$ cat src/rtl/core_pkg.sv
// Shared encodings, register constants and FSM state type for multicycle_core.
package core_pkg;

  localparam logic [5:0] OP_SPECIAL = 6'h00;
  localparam logic [5:0] OP_J       = 6'h02;
  localparam logic [5:0] OP_JAL     = 6'h03;
  localparam logic [5:0] OP_BEQ     = 6'h04;
  localparam logic [5:0] OP_BNE     = 6'h05;
  localparam logic [5:0] OP_ADDI    = 6'h08;
  localparam logic [5:0] OP_SLTI    = 6'h0A;
  localparam logic [5:0] OP_LW      = 6'h23;
  localparam logic [5:0] OP_SW      = 6'h2B;

  localparam logic [5:0] FN_HALT = 6'h00;
  localparam logic [5:0] FN_JR   = 6'h08;
  localparam logic [5:0] FN_ADD  = 6'h20;
  localparam logic [5:0] FN_SUB  = 6'h22;
  localparam logic [5:0] FN_AND  = 6'h24;
  localparam logic [5:0] FN_OR   = 6'h25;
  localparam logic [5:0] FN_SLT  = 6'h2A;

  localparam logic [4:0] ZERO = 5'd0;
  localparam logic [4:0] RA   = 5'd31;

  typedef enum logic [2:0] {FETCH, DECODE, EXEC, MEM, WB, HALT} state_t;

  function automatic logic [31:0] sext16(input logic [15:0] v);
    return {{16{v[15]}}, v};
  endfunction

endpackage

$ cat src/rtl/core_regfile.sv
// 32x32 GPR file: two async operand reads, one async debug read, one sync write; r0 reads 0.
module core_regfile
  import core_pkg::*;
(
  input  logic        clk,
  input  logic        rst,
  input  logic [4:0]  ra1,
  input  logic [4:0]  ra2,
  input  logic [4:0]  ra3,
  output logic [31:0] rd1,
  output logic [31:0] rd2,
  output logic [31:0] rd3,
  input  logic        we,
  input  logic [4:0]  wa,
  input  logic [31:0] wd
);

  logic [31:0] regs [0:31];

  // NOTE: this array is flops, not a RAM macro, so it can and must clear on reset.
  always_ff @(posedge clk or posedge rst) begin
    if (rst) begin
      for (int i = 0; i < 32; i++) regs[i] <= '0;
    end else if (we && wa != ZERO) begin
      regs[wa] <= wd;
    end
  end

  assign rd1 = (ra1 == ZERO) ? '0 : regs[ra1];
  assign rd2 = (ra2 == ZERO) ? '0 : regs[ra2];
  assign rd3 = (ra3 == ZERO) ? '0 : regs[ra3];

endmodule

$ cat src/rtl/multicycle_core.sv
// Multicycle MIPS-subset core: FETCH/DECODE/EXEC/MEM/WB sequencing with a req/ack data port.
// Define MULTICYCLE_PERF_CNT_EN to expose cycle/retired counters on dbg_sel=0.
module multicycle_core
  import core_pkg::*;
#(
  parameter int          IMEM_AW  = 10,
  parameter int          DMEM_AW  = 16,
  parameter int unsigned RESET_PC = 0
) (
  input  logic               clk,
  input  logic               rst,
  output logic [IMEM_AW-1:0] i_addr,
  input  logic [31:0]        i_data,
  output logic               d_req,
  output logic               d_we,
  output logic [DMEM_AW-1:0] d_addr,
  output logic [31:0]        d_wdata,
  input  logic               d_ack,
  input  logic [31:0]        d_rdata,
  input  logic [4:0]         dbg_sel,
  output logic [31:0]        dbg_data,
  output logic               halted
);

  state_t             state;
  logic [IMEM_AW-1:0] pc, pc_plus1, next_pc;
  logic [31:0]        ir, op_a, op_b, mdr;
  logic [31:0]        rf_a, rf_b, rf_dbg;
  logic               rf_we;
  logic [4:0]         rf_wa;
  logic [31:0]        rf_wd;
  logic               ex_we, ex_mem, ex_halt;
  logic [4:0]         ex_wa;
  logic [31:0]        ex_wd;
  logic [5:0]         opcode, funct;
  logic [4:0]         rs, rt, rd;
  logic [31:0]        imm_sext, ea;
  logic               unused_ea;

  assign opcode    = ir[31:26];
  assign rs        = ir[25:21];
  assign rt        = ir[20:16];
  assign rd        = ir[15:11];
  assign funct     = ir[5:0];
  assign imm_sext  = sext16(ir[15:0]);
  assign ea        = op_a + imm_sext;
  assign unused_ea = ^{ea[31:DMEM_AW+2], ea[1:0], rs};
  assign pc_plus1  = pc + IMEM_AW'(1);
  assign i_addr    = pc;

  // NOTE: every output gets a default first, so no path through the case can infer a latch.
  always_comb begin
    ex_we   = 1'b0;
    ex_wa   = rd;
    ex_wd   = '0;
    ex_mem  = 1'b0;
    ex_halt = 1'b0;
    next_pc = pc_plus1;
    case (opcode)
      OP_SPECIAL: begin
        case (funct)
          FN_ADD: begin ex_we = 1'b1; ex_wd = op_a + op_b; end
          FN_SUB: begin ex_we = 1'b1; ex_wd = op_a - op_b; end
          FN_AND: begin ex_we = 1'b1; ex_wd = op_a & op_b; end
          FN_OR:  begin ex_we = 1'b1; ex_wd = op_a | op_b; end
          FN_SLT: begin ex_we = 1'b1; ex_wd = {31'b0, $signed(op_a) < $signed(op_b)}; end
          FN_JR:  next_pc = op_a[IMEM_AW-1:0];
          FN_HALT: begin ex_halt = 1'b1; next_pc = pc; end
          default: ;
        endcase
      end
      OP_ADDI: begin ex_we = 1'b1; ex_wa = rt; ex_wd = op_a + imm_sext; end
      OP_SLTI: begin ex_we = 1'b1; ex_wa = rt; ex_wd = {31'b0, $signed(op_a) < $signed(imm_sext)}; end
      OP_BEQ:  if (op_a == op_b) next_pc = pc_plus1 + imm_sext[IMEM_AW-1:0];
      OP_BNE:  if (op_a != op_b) next_pc = pc_plus1 + imm_sext[IMEM_AW-1:0];
      OP_J:    next_pc = ir[IMEM_AW-1:0];
      OP_JAL: begin
        next_pc = ir[IMEM_AW-1:0];
        ex_we   = 1'b1;
        ex_wa   = RA;
        ex_wd   = 32'(pc_plus1);
      end
      OP_LW, OP_SW: ex_mem = 1'b1;
      default: ;
    endcase
  end

  assign rf_we = (state == EXEC && ex_we) || (state == WB);
  assign rf_wa = (state == WB) ? rt  : ex_wa;
  assign rf_wd = (state == WB) ? mdr : ex_wd;

  // Operand ports are addressed from i_data so DECODE can latch operands alongside ir.
  core_regfile u_regfile (
    .clk (clk),
    .rst (rst),
    .ra1 (i_data[25:21]),
    .ra2 (i_data[20:16]),
    .ra3 (dbg_sel),
    .rd1 (rf_a),
    .rd2 (rf_b),
    .rd3 (rf_dbg),
    .we  (rf_we),
    .wa  (rf_wa),
    .wd  (rf_wd)
  );

  // NOTE: sequential state uses non-blocking assignments only, so every register sees pre-edge values.
  always_ff @(posedge clk or posedge rst) begin
    if (rst) begin
      state   <= FETCH;
      pc      <= IMEM_AW'(RESET_PC);
      ir      <= '0;
      op_a    <= '0;
      op_b    <= '0;
      mdr     <= '0;
      d_req   <= 1'b0;
      d_we    <= 1'b0;
      d_addr  <= '0;
      d_wdata <= '0;
      halted  <= 1'b0;
    end else begin
      case (state)
        FETCH: state <= DECODE;
        DECODE: begin
          ir    <= i_data;
          op_a  <= rf_a;
          op_b  <= rf_b;
          state <= EXEC;
        end
        EXEC: begin
          pc <= next_pc;
          if (ex_halt) begin
            state  <= HALT;
            halted <= 1'b1;
          end else if (ex_mem) begin
            state   <= MEM;
            d_req   <= 1'b1;
            d_we    <= (opcode == OP_SW);
            d_addr  <= ea[DMEM_AW+1:2];
            d_wdata <= op_b;
          end else begin
            state <= FETCH;
          end
        end
        MEM: if (d_ack) begin
          d_req <= 1'b0;
          d_we  <= 1'b0;
          mdr   <= d_rdata;
          state <= d_we ? FETCH : WB;
        end
        WB:      state <= FETCH;
        HALT:    state <= HALT;
        default: state <= FETCH;
      endcase
    end
  end

`ifdef MULTICYCLE_PERF_CNT_EN
  logic [31:0] cycle_cnt, retired_cnt;
  logic        retire;

  // An instruction retires on the edge that returns the FSM to FETCH.
  assign retire = (state == EXEC && !ex_mem && !ex_halt) ||
                  (state == MEM && d_ack && d_we) || (state == WB);

  always_ff @(posedge clk or posedge rst) begin
    if (rst) begin
      cycle_cnt   <= '0;
      retired_cnt <= '0;
    end else begin
      if (!halted) cycle_cnt <= cycle_cnt + 32'd1;
      if (retire) retired_cnt <= retired_cnt + 32'd1;
    end
  end

  assign dbg_data = (dbg_sel != ZERO) ? rf_dbg : (halted ? retired_cnt : cycle_cnt);
`else
  assign dbg_data = rf_dbg;
`endif

endmodule

$ cat config.mk
export PLATFORM = sky130hd
export DESIGN_NAME = multicycle_core
export DESIGN_NICKNAME = d
export VERILOG_FILES = /design/src/rtl/core_pkg.sv /design/src/rtl/core_regfile.sv /design/src/rtl/multicycle_core.sv
export SDC_FILE = /design/constraint.sdc
export NUM_CORES = 2
export LEC_CHECK = 0
export CORE_MARGIN = 1.5
export CORE_UTILIZATION = 44
export CTS_CLUSTER_DIAMETER = 80
export DETAILED_ROUTE_END_ITERATION = 7
export SLEW_MARGIN = 20
export SYNTH_ARGS = -nofsm -noshare
export SYNTH_HDL_FRONTEND = slang
export SYNTH_SLANG_ARGS = --single-unit
$ cat constraint.sdc
create_clock -name clk -period 55.8 [get_ports clk]
set_input_delay 11.16 -clock clk [delete_from_list [all_inputs] [get_ports clk]]
set_output_delay 11.16 -clock clk [all_outputs]
set_load 0.1 [all_outputs]
==> impl_results.md <==
- Final Hold Viols: 0
- Synthesized area: 76,900 um^2
- Post-CTS sizing: 0
- Pwr Total: 1.95 mW
- Metal-1 WL: 116 mm
- Total CTS buffers: 141
- Post-CTS Setup Inserts: 0
- Hpwl dp: 188 mm
- Register-to-register setup slack: 50.78 ns
- Pre-CTS setup slack: 28.07 ns
- Post-layout util: 48.9%
- Outcome: finished clean
- Share of cells above drive strength 1: 20.9%
- Slowest-stage cell, CP: clkdlybuf4s50_1
- WHS Path Cells: 0
- ANT nets after route: 0
- Critical R2R Launch: ir[29]
- Fraction of the mapped netlist area in adder cells: 2.85%
- Post-synthesis cell type count: 96
- Share of the synthesized area in the top cell type: 39.4%
- Ys async rst share: 100%
- FP Rows: 153
- Post-route design area: 85,100 um^2
- IO Pins: 165
- Reg clk slew, reported paths: 0.06 ns
- Mux cell area share after synthesis: 28.2%
- Leakage: 36.4 nW
- Hold path startpoint: u_regfile.regs[1002]
- Area of the core: 174,000 um^2
- Top sig layer: met5
- Starting Density: 44.3%
- Residual DRC count: 0
- Power Density: 23.0 nW/um^2
- Top cells by area, synth: dfrtp_1 39%, mux4_2 17%, mux2_2 5.8%
- Ys Warns: 0
- Iteration-0 DRC count of the detailed router: 7,386
- Die Y: 421 um
- Crit Reg-Reg Endpoint: u_regfile.regs[662]
- Relative max-transition margin: 16.8%
- WL/cell: 30.9 um
- Clk Latency, worst-skew pair: 0.81 ns
- Placed inst area: 80,500 um^2
- Sequential area share after synthesis: 39.4%
- Root buf cell: clkbuf_16
- Syn nets: 7,548
- Total negative slack: 0 ns
- CTS tree: done
- Cells after Synth: 7,303
- Routed vias: 63,214
- Final Critical Period: 27.76 ns
- Startpoint Class: input port
- MaxCap Viol Count: 0
- Final period util: 49.7%
- GRT Resource Usage Total: 32.6%
- Grt total ovfl: 0
- Worst EP required: 44.64 ns
- Die width: 421 um
- EDFF count, synth: 0
- Most used cell, CP: mux4_2
- Setup WS post-layout: 28.04 ns
- Filler cells: 15,818
- First-pass GRT wire length: 430 mm
- Synth Flop Type: dfrtp_1
- Crit end category: primary output
- Initial antenna violation count: 8
- Area leader, netlist: dfrtp_1
- Number of global-route vias before repair: 61,316
- Complex-gate fraction of the synthesized area: 15.7%
- CP cell instances: buf_8 > buf_4 > buf_12 > mux4_2 > mux4_2 > mux2i_1 > nor2_1 > clkdlybuf4s50_1
- RSZ-0062 raised after global routing: false
- Syn_area_per_cell: 10.5 um^2
- Routed WL: 294 mm
- Post-CTS Hold Buffers: 0
- Worst IR Drop VDD: 32.4 uV
- Clock Sinks: 1,211
- Clock Tree Buf Depth: 3
- Largest net degree at the start of global routing: 168
- DR WL met2: 129 mm
- Die Area: 177,000 um^2
- Synthesis-to-finish area growth: 10.6%
- Critical path class: input port to primary output
- XOR/XNOR Fraction of Synth Area: 0.865%
- H-Tree Depth: 4
- Met3 Wirelength: 31.4 mm
- Achievable frequency: 36.0 MHz
- Clk_skew: 0.0484 ns
- DR pass1 iterations: 8
- Yosys reg bits: 1,211
- WHS Endpoint: u_regfile.regs[1002]
- Synth Area in Simple Gates: 8.49%
- Via-to-Cell Ratio: 6.65
- Hold crit path type: flip-flop to flip-flop
- I/O Buffers: 164
- Endpoints failing setup: 0
- Reg2reg path depth: 9
- Arrival @ worst endpoint: 16.60 ns
- Largest fanout on the critical path: 104
- Fin nets: 7,318
- Least-Margin Pin Slew: 1.24 ns
- Gpl congestion: 1.01
- Slew Limit Fails: 0
- Max stage delay on crit path: 1.02 ns
- Largest family of logic cells by synthesized area: multiplexers
[metal layers]
layer,up-vias,GRT usage [%]
met5,-,0
met1,31723,43.6
met3,881,8.13
li1,26775,-
met4,4,17.2
met2,3831,48.9
[metrics by stage]
step / std cells / hold WS, ns
after floorplan: 7303 / 0.466
after global placement: 9253 / 0.408
after CTS: 9504 / 0.423
after global routing: 9505 / 0.436
after detailed placement: 9254 / 0.411
final: 9509 / 0.427
[Yosys cell counts (all sizes together), types with 22 or more instances]
cell / number
nor3: 108
xnor2: 65
o22ai: 201
nor4: 35
mux4: 582
buf: 198
o221ai: 138
mux2i: 418
clkbuf: 506
a21oi: 822
nor2: 616
nand3: 24
dfrtp: 1211
mux2: 394
a221oi: 32
a21o: 22
ha: 169
nand2: 601
inv: 149
o21ai: 685
[critical path, delay by kind of cell]
kind,cells,cell delay (ns)
buffers and inverters,4,3.04
and+or+nand+nor,1,0.10
muxes,3,1.93
[final cells by class]
class                   instances  area [um^2]  area share, %
multi-input cells            5238        43600           51.3
flip-flops and latches       1211        30300           35.6
clock buffers                 199         4020           4.73
repair buffers                331         3100           3.64
well taps                    2325         2910           3.42
inverters                     150          571          0.671
clock inverters                51          549          0.646
diodes                          4         10.0         0.0118
[worst max path at each step]
stage                           from      endpoint
after floorplan                  rst     d_addr[0]
after global placement    dbg_sel[0]  dbg_data[22]
after detailed placement  dbg_sel[0]  dbg_data[22]
after CTS                 dbg_sel[0]  dbg_data[22]
after global routing      dbg_sel[0]  dbg_data[23]
final                     dbg_sel[0]  dbg_data[23]
[cells by family (layout without fill, tap and decap cells)]
group | Yosys count | count (layout)
DFF | 1211 | 1211
adders and majority gates | 173 | 173
and+or+nand+nor | 1507 | 1507
other | 0 | 4
xor gates and xnor gates | 76 | 76
buffers and inverters | 854 | 731
AOI/OAI and AO/OA | 2088 | 2088
muxes | 1394 | 1394
[power by group]
| part | total [mW] | leakage (nW) | internal [mW] | switching [mW] |
|---|---|---|---|---|
| Sequential | 0.878 | 16.5 | 0.878 | 0 |
| Clock | 0.933 | 2.24 | 0.540 | 0.393 |
| Combinational | 0.142 | 17.7 | 0.0418 | 0.101 |
| Total | 1.95 | 36.4 | 1.46 | 0.494 |
[flip-flops by register name, indices dropped and copies added, names as in the netlist, 3 cells and up]
| signal | count |
|---|---|
| d_addr | 16 |
| d_wdata | 32 |
| op_b | 32 |
| i_addr | 10 |
| ir | 27 |
| state | 3 |
| u_regfile.regs | 1024 |
| mdr | 32 |
| op_a | 32 |
[placed cells by master, fill, tap and decap left out, drive strengths merged, types with 154 or more instances in the layout]
| cell | instances |
|---|---|
| o21ai | 685 |
| inv | 154 |
| nor2 | 616 |
| mux2i | 418 |
| buf | 182 |
| mux2 | 394 |
| ha | 169 |
| nand2 | 601 |
| a21oi | 822 |
| o22ai | 201 |
| dfrtp | 1211 |
| mux4 | 582 |
| clkbuf | 200 |
No activity file was read; power rests on OpenSTA's default activity.
